==> config.mk <==
export PLATFORM = sky130hd
export DESIGN_NAME = level_ctrl
export DESIGN_NICKNAME = d
export VERILOG_FILES = /design/src/rtl/level_pkg.sv /design/src/rtl/btn_debounce.sv /design/src/rtl/level_ctrl.sv
export SDC_FILE = /design/constraint.sdc
export NUM_CORES = 1
export LEC_CHECK = 0
export ABC_AREA = 1
export BUFFER_PORTS_ARGS = -buffer_cell sky130_fd_sc_hd__buf_2
export CAP_MARGIN = 30
export CORE_ASPECT_RATIO = 1.5
export CORE_MARGIN = 2
export CORE_UTILIZATION = 59
export DETAILED_ROUTE_END_ITERATION = 16
export GPL_TIMING_DRIVEN = 0
export PLACE_DENSITY = 0.82
export SYNTH_ARGS = -nofsm -noshare
export SYNTH_HDL_FRONTEND = slang
export SYNTH_SLANG_ARGS = --single-unit
==> constraint.sdc <==
create_clock -name clk -period 3.3 [get_ports clk]
set_clock_uncertainty 0.15 [all_clocks]
set_input_delay 0.33 -clock clk [delete_from_list [all_inputs] [get_ports clk]]
set_output_delay 0.33 -clock clk [all_outputs]
set_load 0.02 [all_outputs]
==> src/rtl/level_pkg.sv <==
// Shared definitions for the level controller.
// Contents: fill-state enumeration, level width and the top fill level.
package level_pkg;

    localparam int LEVEL_W = 3;
    localparam logic [LEVEL_W-1:0] LEVEL_MAX = 3'd7;

    typedef enum logic [1:0] {
        EMPTY   = 2'd0,
        PARTIAL = 2'd1,
        FULL    = 2'd2
    } level_state_t;

endpackage

==> src/rtl/btn_debounce.sv <==
// Pushbutton conditioner: 2-flop synchronizer, debounce counter and
// rising-edge detector producing one pulse per accepted press.
// Ports:
//   clk    in   system clock
//   rst_n  in   synchronous active-low reset
//   btn    in   raw button, asynchronous, may bounce
//   press  out  single-cycle pulse when the debounced state goes 0->1
module btn_debounce #(
    parameter int DB_CYCLES = 16
) (
    input  logic clk,
    input  logic rst_n,
    input  logic btn,
    output logic press
);

    localparam int CNT_W = $clog2(DB_CYCLES);
    localparam logic [CNT_W-1:0] CNT_LAST = CNT_W'(DB_CYCLES - 1);

    logic             sync_p0;
    logic             sync_p1;
    logic             db_state;
    logic [CNT_W-1:0] cnt;

    always_ff @(posedge clk) begin
        if (!rst_n) begin
            sync_p0  <= 1'b0;
            sync_p1  <= 1'b0;
            db_state <= 1'b0;
            cnt      <= '0;
            press    <= 1'b0;
        end else begin
            // stage p0 -> p1: metastability filter
            sync_p0 <= btn;
            sync_p1 <= sync_p0;
            press   <= 1'b0;
            // debounce: count consecutive cycles of disagreement, any agreement restarts
            if (sync_p1 != db_state) begin
                if (cnt == CNT_LAST) begin
                    db_state <= sync_p1;
                    cnt      <= '0;
                    // only the 0->1 transition is an event
                    press    <= sync_p1;
                end else begin
                    cnt <= cnt + 1'b1;
                end
            end else begin
                cnt <= '0;
            end
        end
    end

endmodule

==> src/rtl/level_ctrl.sv <==
// Fill-level controller: two debounced buttons step a saturating 0..7
// level; flags full/empty, pulses err on rejected requests and blinks
// while full.
// Ports:
//   clk      in   system clock
//   rst_n    in   synchronous active-low reset
//   inc_btn  in   raw "add one" button
//   dec_btn  in   raw "remove one" button
//   level    out  current level 0..7
//   full     out  level is 7
//   empty    out  level is 0
//   err      out  one-cycle pulse on rejected overflow/underflow
//   blink    out  blink enable, toggles only while full
module level_ctrl
    import level_pkg::*;
#(
    parameter int DB_CYCLES = 16,
    parameter int BLINK_DIV = 8
) (
    input  logic               clk,
    input  logic               rst_n,
    input  logic               inc_btn,
    input  logic               dec_btn,
    output logic [LEVEL_W-1:0] level,
    output logic               full,
    output logic               empty,
    output logic               err,
    output logic               blink
);

    localparam int BW = $clog2(BLINK_DIV);
    localparam logic [BW-1:0] BLINK_LAST = BW'(BLINK_DIV - 1);
    localparam logic [LEVEL_W-1:0] LEVEL_ONE   = LEVEL_W'(1);
    localparam logic [LEVEL_W-1:0] LEVEL_BELOW = LEVEL_MAX - LEVEL_ONE;

    function automatic logic [LEVEL_W-1:0] sat_inc(input logic [LEVEL_W-1:0] l);
        return (l == LEVEL_MAX) ? l : l + LEVEL_ONE;
    endfunction

    function automatic logic [LEVEL_W-1:0] sat_dec(input logic [LEVEL_W-1:0] l);
        return (l == '0) ? l : l - LEVEL_ONE;
    endfunction

    logic         inc_evt;
    logic         dec_evt;
    logic         inc_only;
    logic         dec_only;
    level_state_t state;
    logic [BW-1:0] blink_cnt;

    btn_debounce #(.DB_CYCLES(DB_CYCLES)) u_inc_db (
        .clk   (clk),
        .rst_n (rst_n),
        .btn   (inc_btn),
        .press (inc_evt)
    );

    btn_debounce #(.DB_CYCLES(DB_CYCLES)) u_dec_db (
        .clk   (clk),
        .rst_n (rst_n),
        .btn   (dec_btn),
        .press (dec_evt)
    );

    // simultaneous requests cancel each other
    assign inc_only = inc_evt & ~dec_evt;
    assign dec_only = dec_evt & ~inc_evt;

    always_ff @(posedge clk) begin
        if (!rst_n) begin
            state     <= EMPTY;
            level     <= '0;
            full      <= 1'b0;
            empty     <= 1'b1;
            err       <= 1'b0;
            blink     <= 1'b0;
            blink_cnt <= '0;
        end else begin
            err <= 1'b0;
            case (state)
                EMPTY: begin
                    if (inc_only) begin
                        level <= sat_inc(level);
                        state <= PARTIAL;
                        empty <= 1'b0;
                    end else if (dec_only) begin
                        err <= 1'b1;
                    end
                end
                PARTIAL: begin
                    if (inc_only) begin
                        level <= sat_inc(level);
                        if (level == LEVEL_BELOW) begin
                            // blink restarts from a known phase on every FULL entry
                            state     <= FULL;
                            full      <= 1'b1;
                            blink     <= 1'b1;
                            blink_cnt <= '0;
                        end
                    end else if (dec_only) begin
                        level <= sat_dec(level);
                        if (level == LEVEL_ONE) begin
                            state <= EMPTY;
                            empty <= 1'b1;
                        end
                    end
                end
                FULL: begin
                    if (dec_only) begin
                        level     <= sat_dec(level);
                        state     <= PARTIAL;
                        full      <= 1'b0;
                        blink     <= 1'b0;
                        blink_cnt <= '0;
                    end else begin
                        if (inc_only) begin
                            err <= 1'b1;
                        end
                        if (blink_cnt == BLINK_LAST) begin
                            blink_cnt <= '0;
                            blink     <= ~blink;
                        end else begin
                            blink_cnt <= blink_cnt + 1'b1;
                        end
                    end
                end
                default: begin
                    state     <= EMPTY;
                    level     <= '0;
                    full      <= 1'b0;
                    empty     <= 1'b1;
                    blink     <= 1'b0;
                    blink_cnt <= '0;
                end
            endcase
        end
    end

endmodule

==> results_dict.tcl <==
set metrics [dict create \
    status "complete, no violations" \
    die_h_um 65.1 \
    ant_nets 0 \
    cts_made_buffers 3 \
    synth_edf_count 0 \
    multi_input_area_um2 787 \
    die_x_um 44.7 \
    whs_path_depth 3 \
    power.leakage_nw 0.745 \
    grt_max_degree 17 \
    syn_area_per_cell_um2 7.77 \
    async_flop_share 0 \
    cts_setup_buffers 0 \
    clk_latency_ns 0.34 \
    htreeDepth 1 \
    vias_per_cell 5.37 \
    drc 0 \
    synth_top_family_by_area "simple AND/OR/NAND/NOR gates" \
    endpoint_kind "flip-flop" \
    netlist_area_um2 1470 \
    hold_class "in2reg" \
    synth_top_area_frac 0.382 \
    cts_tree "built" \
    finalHoldViolations 0 \
    yosysWarnings 0 \
    fin_setup_tns_ns 0 \
    grt.overflow.total 0 \
    dp.cells 222 \
    reg2reg_depth 9 \
    post_drt_wl_per_cell_um 11.9 \
    synth_compound_area_frac 0.109 \
    final_common_cell "nand2_1" \
    drt-initial-drc-count 32 \
    finalCritPeriodShare 0.506 \
    synth-simple-area-share 0.258 \
    dr.pass1.iters 4 \
    io_pins 11 \
    clockBufferDepth 2 \
    path_clk_slew_ns 0.15 \
    ctsResizeCount 0 \
    synth_top_area_cell "dfxtp_1" \
    setup_viol 0 \
    fillCellCount 206 \
    antenna_found_initial 0 \
    tightest_slew_ns 0.285 \
    final_cells 226 \
    drive_gt1_frac 0.153 \
    final_cell_mix "nand2_1, dfxtp_1, inv_1, ha_1, nor2_1" \
    synthAdderAreaFrac 0.145 \
    core_area_um2 2390 \
    routed_wirelength_um 2690 \
    fmax_mhz 599 \
    gp_congestion 0.773 \
    seqCellArea_um2 561 \
    crit_required_ns 3.40 \
    clock-sinks 28 \
    synthTopCellsByArea "dfxtp_1, ha_1, nand2_1" \
    power_uw 845 \
    synthXorXnorAreaFrac 0.0239 \
    syn_inst 189 \
    fp.dieArea_um2 2910 \
    ctsHoldBuffers 0 \
    clockRootBuffer "clkbuf_4" \
    p_per_area_nw_per_um2 530 \
    synthMuxAreaShare 0 \
    area_growth_pct 8.70 \
    dp.final_hpwl_um 2170 \
    grt_first_pass_wirelength_um 4670 \
    drv_slew 0 \
    track_usage 0.217 \
    ys_types 24 \
    crit_type "reg2reg" \
    crit_arrival_ns 1.77 \
    crit_path_start_kind "flip-flop" \
    nets 224 \
    slew_headroom 0.808 \
    grt_pass1_vias 1199 \
    ys_ff_latch 28 \
    initial_core_util 0.613 \
    n_antenna_cell 0 \
    route.vias.total 1213 \
    fp-row-count 22 \
    rsz0062_at_grt "false" \
    cp_max_fo 8 \
    synth_flop_cell "dfxtp_1" \
    finalCriticalPeriod_ns 1.67 \
    syn_nets 210 \
    max-cap-violations 0 \
    vdd_ir_drop_max_uv 369 \
    ys_seq_area_frac 0.382 \
    numPortBuffers 9 \
    fin_util 0.666 \
]
==> cells in the mapped netlist, types with 3 or more instances <==
library cell  number
a21oi_1           14
dfxtp_1           28
ha_1              17
inv_1             19
inv_2              6
nand2_1           40
nand3_1           15
nand4_1            3
nor2_1            16
nor2_2             3
o211ai_1           3
o21ai_0            7
o21ai_1            3
==> worst max-delay path, cell delays in order (launching register included) <==
cell and delay [ns]:
dfxtp_1 0.44, inv_1 0.09, ha_1 0.19, buf_4 0.16, nand2_1 0.11, nand2_1 0.13, a21oi_1 0.14, nand2_1 0.07
nand3_1 0.06, a21oi_1 0.06
==> path summary, 6_finish.rpt <==
| kind | startpoint | endpoint | slack (ns) |
|---|---|---|---|
| hold / removal | inc_btn | u_inc_db.sync_p0$_SDFF_PN0_ | 0.008 |
| hold reg to reg | u_inc_db.sync_p0$_SDFF_PN0_ | u_inc_db.sync_p1$_SDFF_PN0_ | 0.28 |
| setup / recovery | state[1]$_SDFFE_PN0P_ | level[0]$_SDFFE_PN0P_ | 1.63 |
| setup reg to reg | state[1]$_SDFFE_PN0P_ | level[0]$_SDFFE_PN0P_ | 1.63 |
==> state kept, by name, indices dropped and copies added (netlist names), 2 cells and up <==
signal	flops
level	3
state	2
blink_cnt	3
u_dec_db.cnt	4
u_inc_db.cnt	4
==> final cells by class <==
type | instances | share of cell area
Clock buffer | 3 | 0.0141
Sequential cell | 28 | 0.351
Clock inverter | 1 | 0.0188
Timing Repair Buffer | 9 | 0.0282
Buffer | 3 | 0.0165
Tap cell | 24 | 0.0188
Multi-Input combinational cell | 133 | 0.493
Inverter | 25 | 0.0588
==> power by group <==
part | switching [mW] | total (mW) | internal [mW]
clock | 0.102 | 0.225 | 0.123
sequential | 0.0217 | 0.382 | 0.360
combinational | 0.154 | 0.238 | 0.0842
==> logic make-up after synthesis <==
group,after synthesis
xor+xnor,4
flops,28
fa+ha+maj,17
buf+inv,28
compound gates,29
simple gates,83
==> per-stage QoR <==
step / hold WS, ns / setup slack [ns] / area [um^2]
2_1_floorplan: 0.240 / 1.76 / 1470
3_3_place_gp: 0.245 / 1.69 / 1540
3_5_place_dp: 0.251 / 1.65 / 1540
4_1_cts: 0.00296 / 1.63 / 1600
5_1_grt: 0.0145 / 1.48 / 1600
6_report: 0.00847 / 1.63 / 1600
==> routing by layer <==
layer	GRT usage	part of all wire	wire length, um	up-vias
met3	0.0362	0.030	82	7
met2	0.408	0.56	1500	26
met4	0.117	0.026	70	0
met5	0	0	0	-
li1	-	-	-	636
met1	0.210	0.39	1040	544
Note: power is estimated with default switching activity, not from simulation.
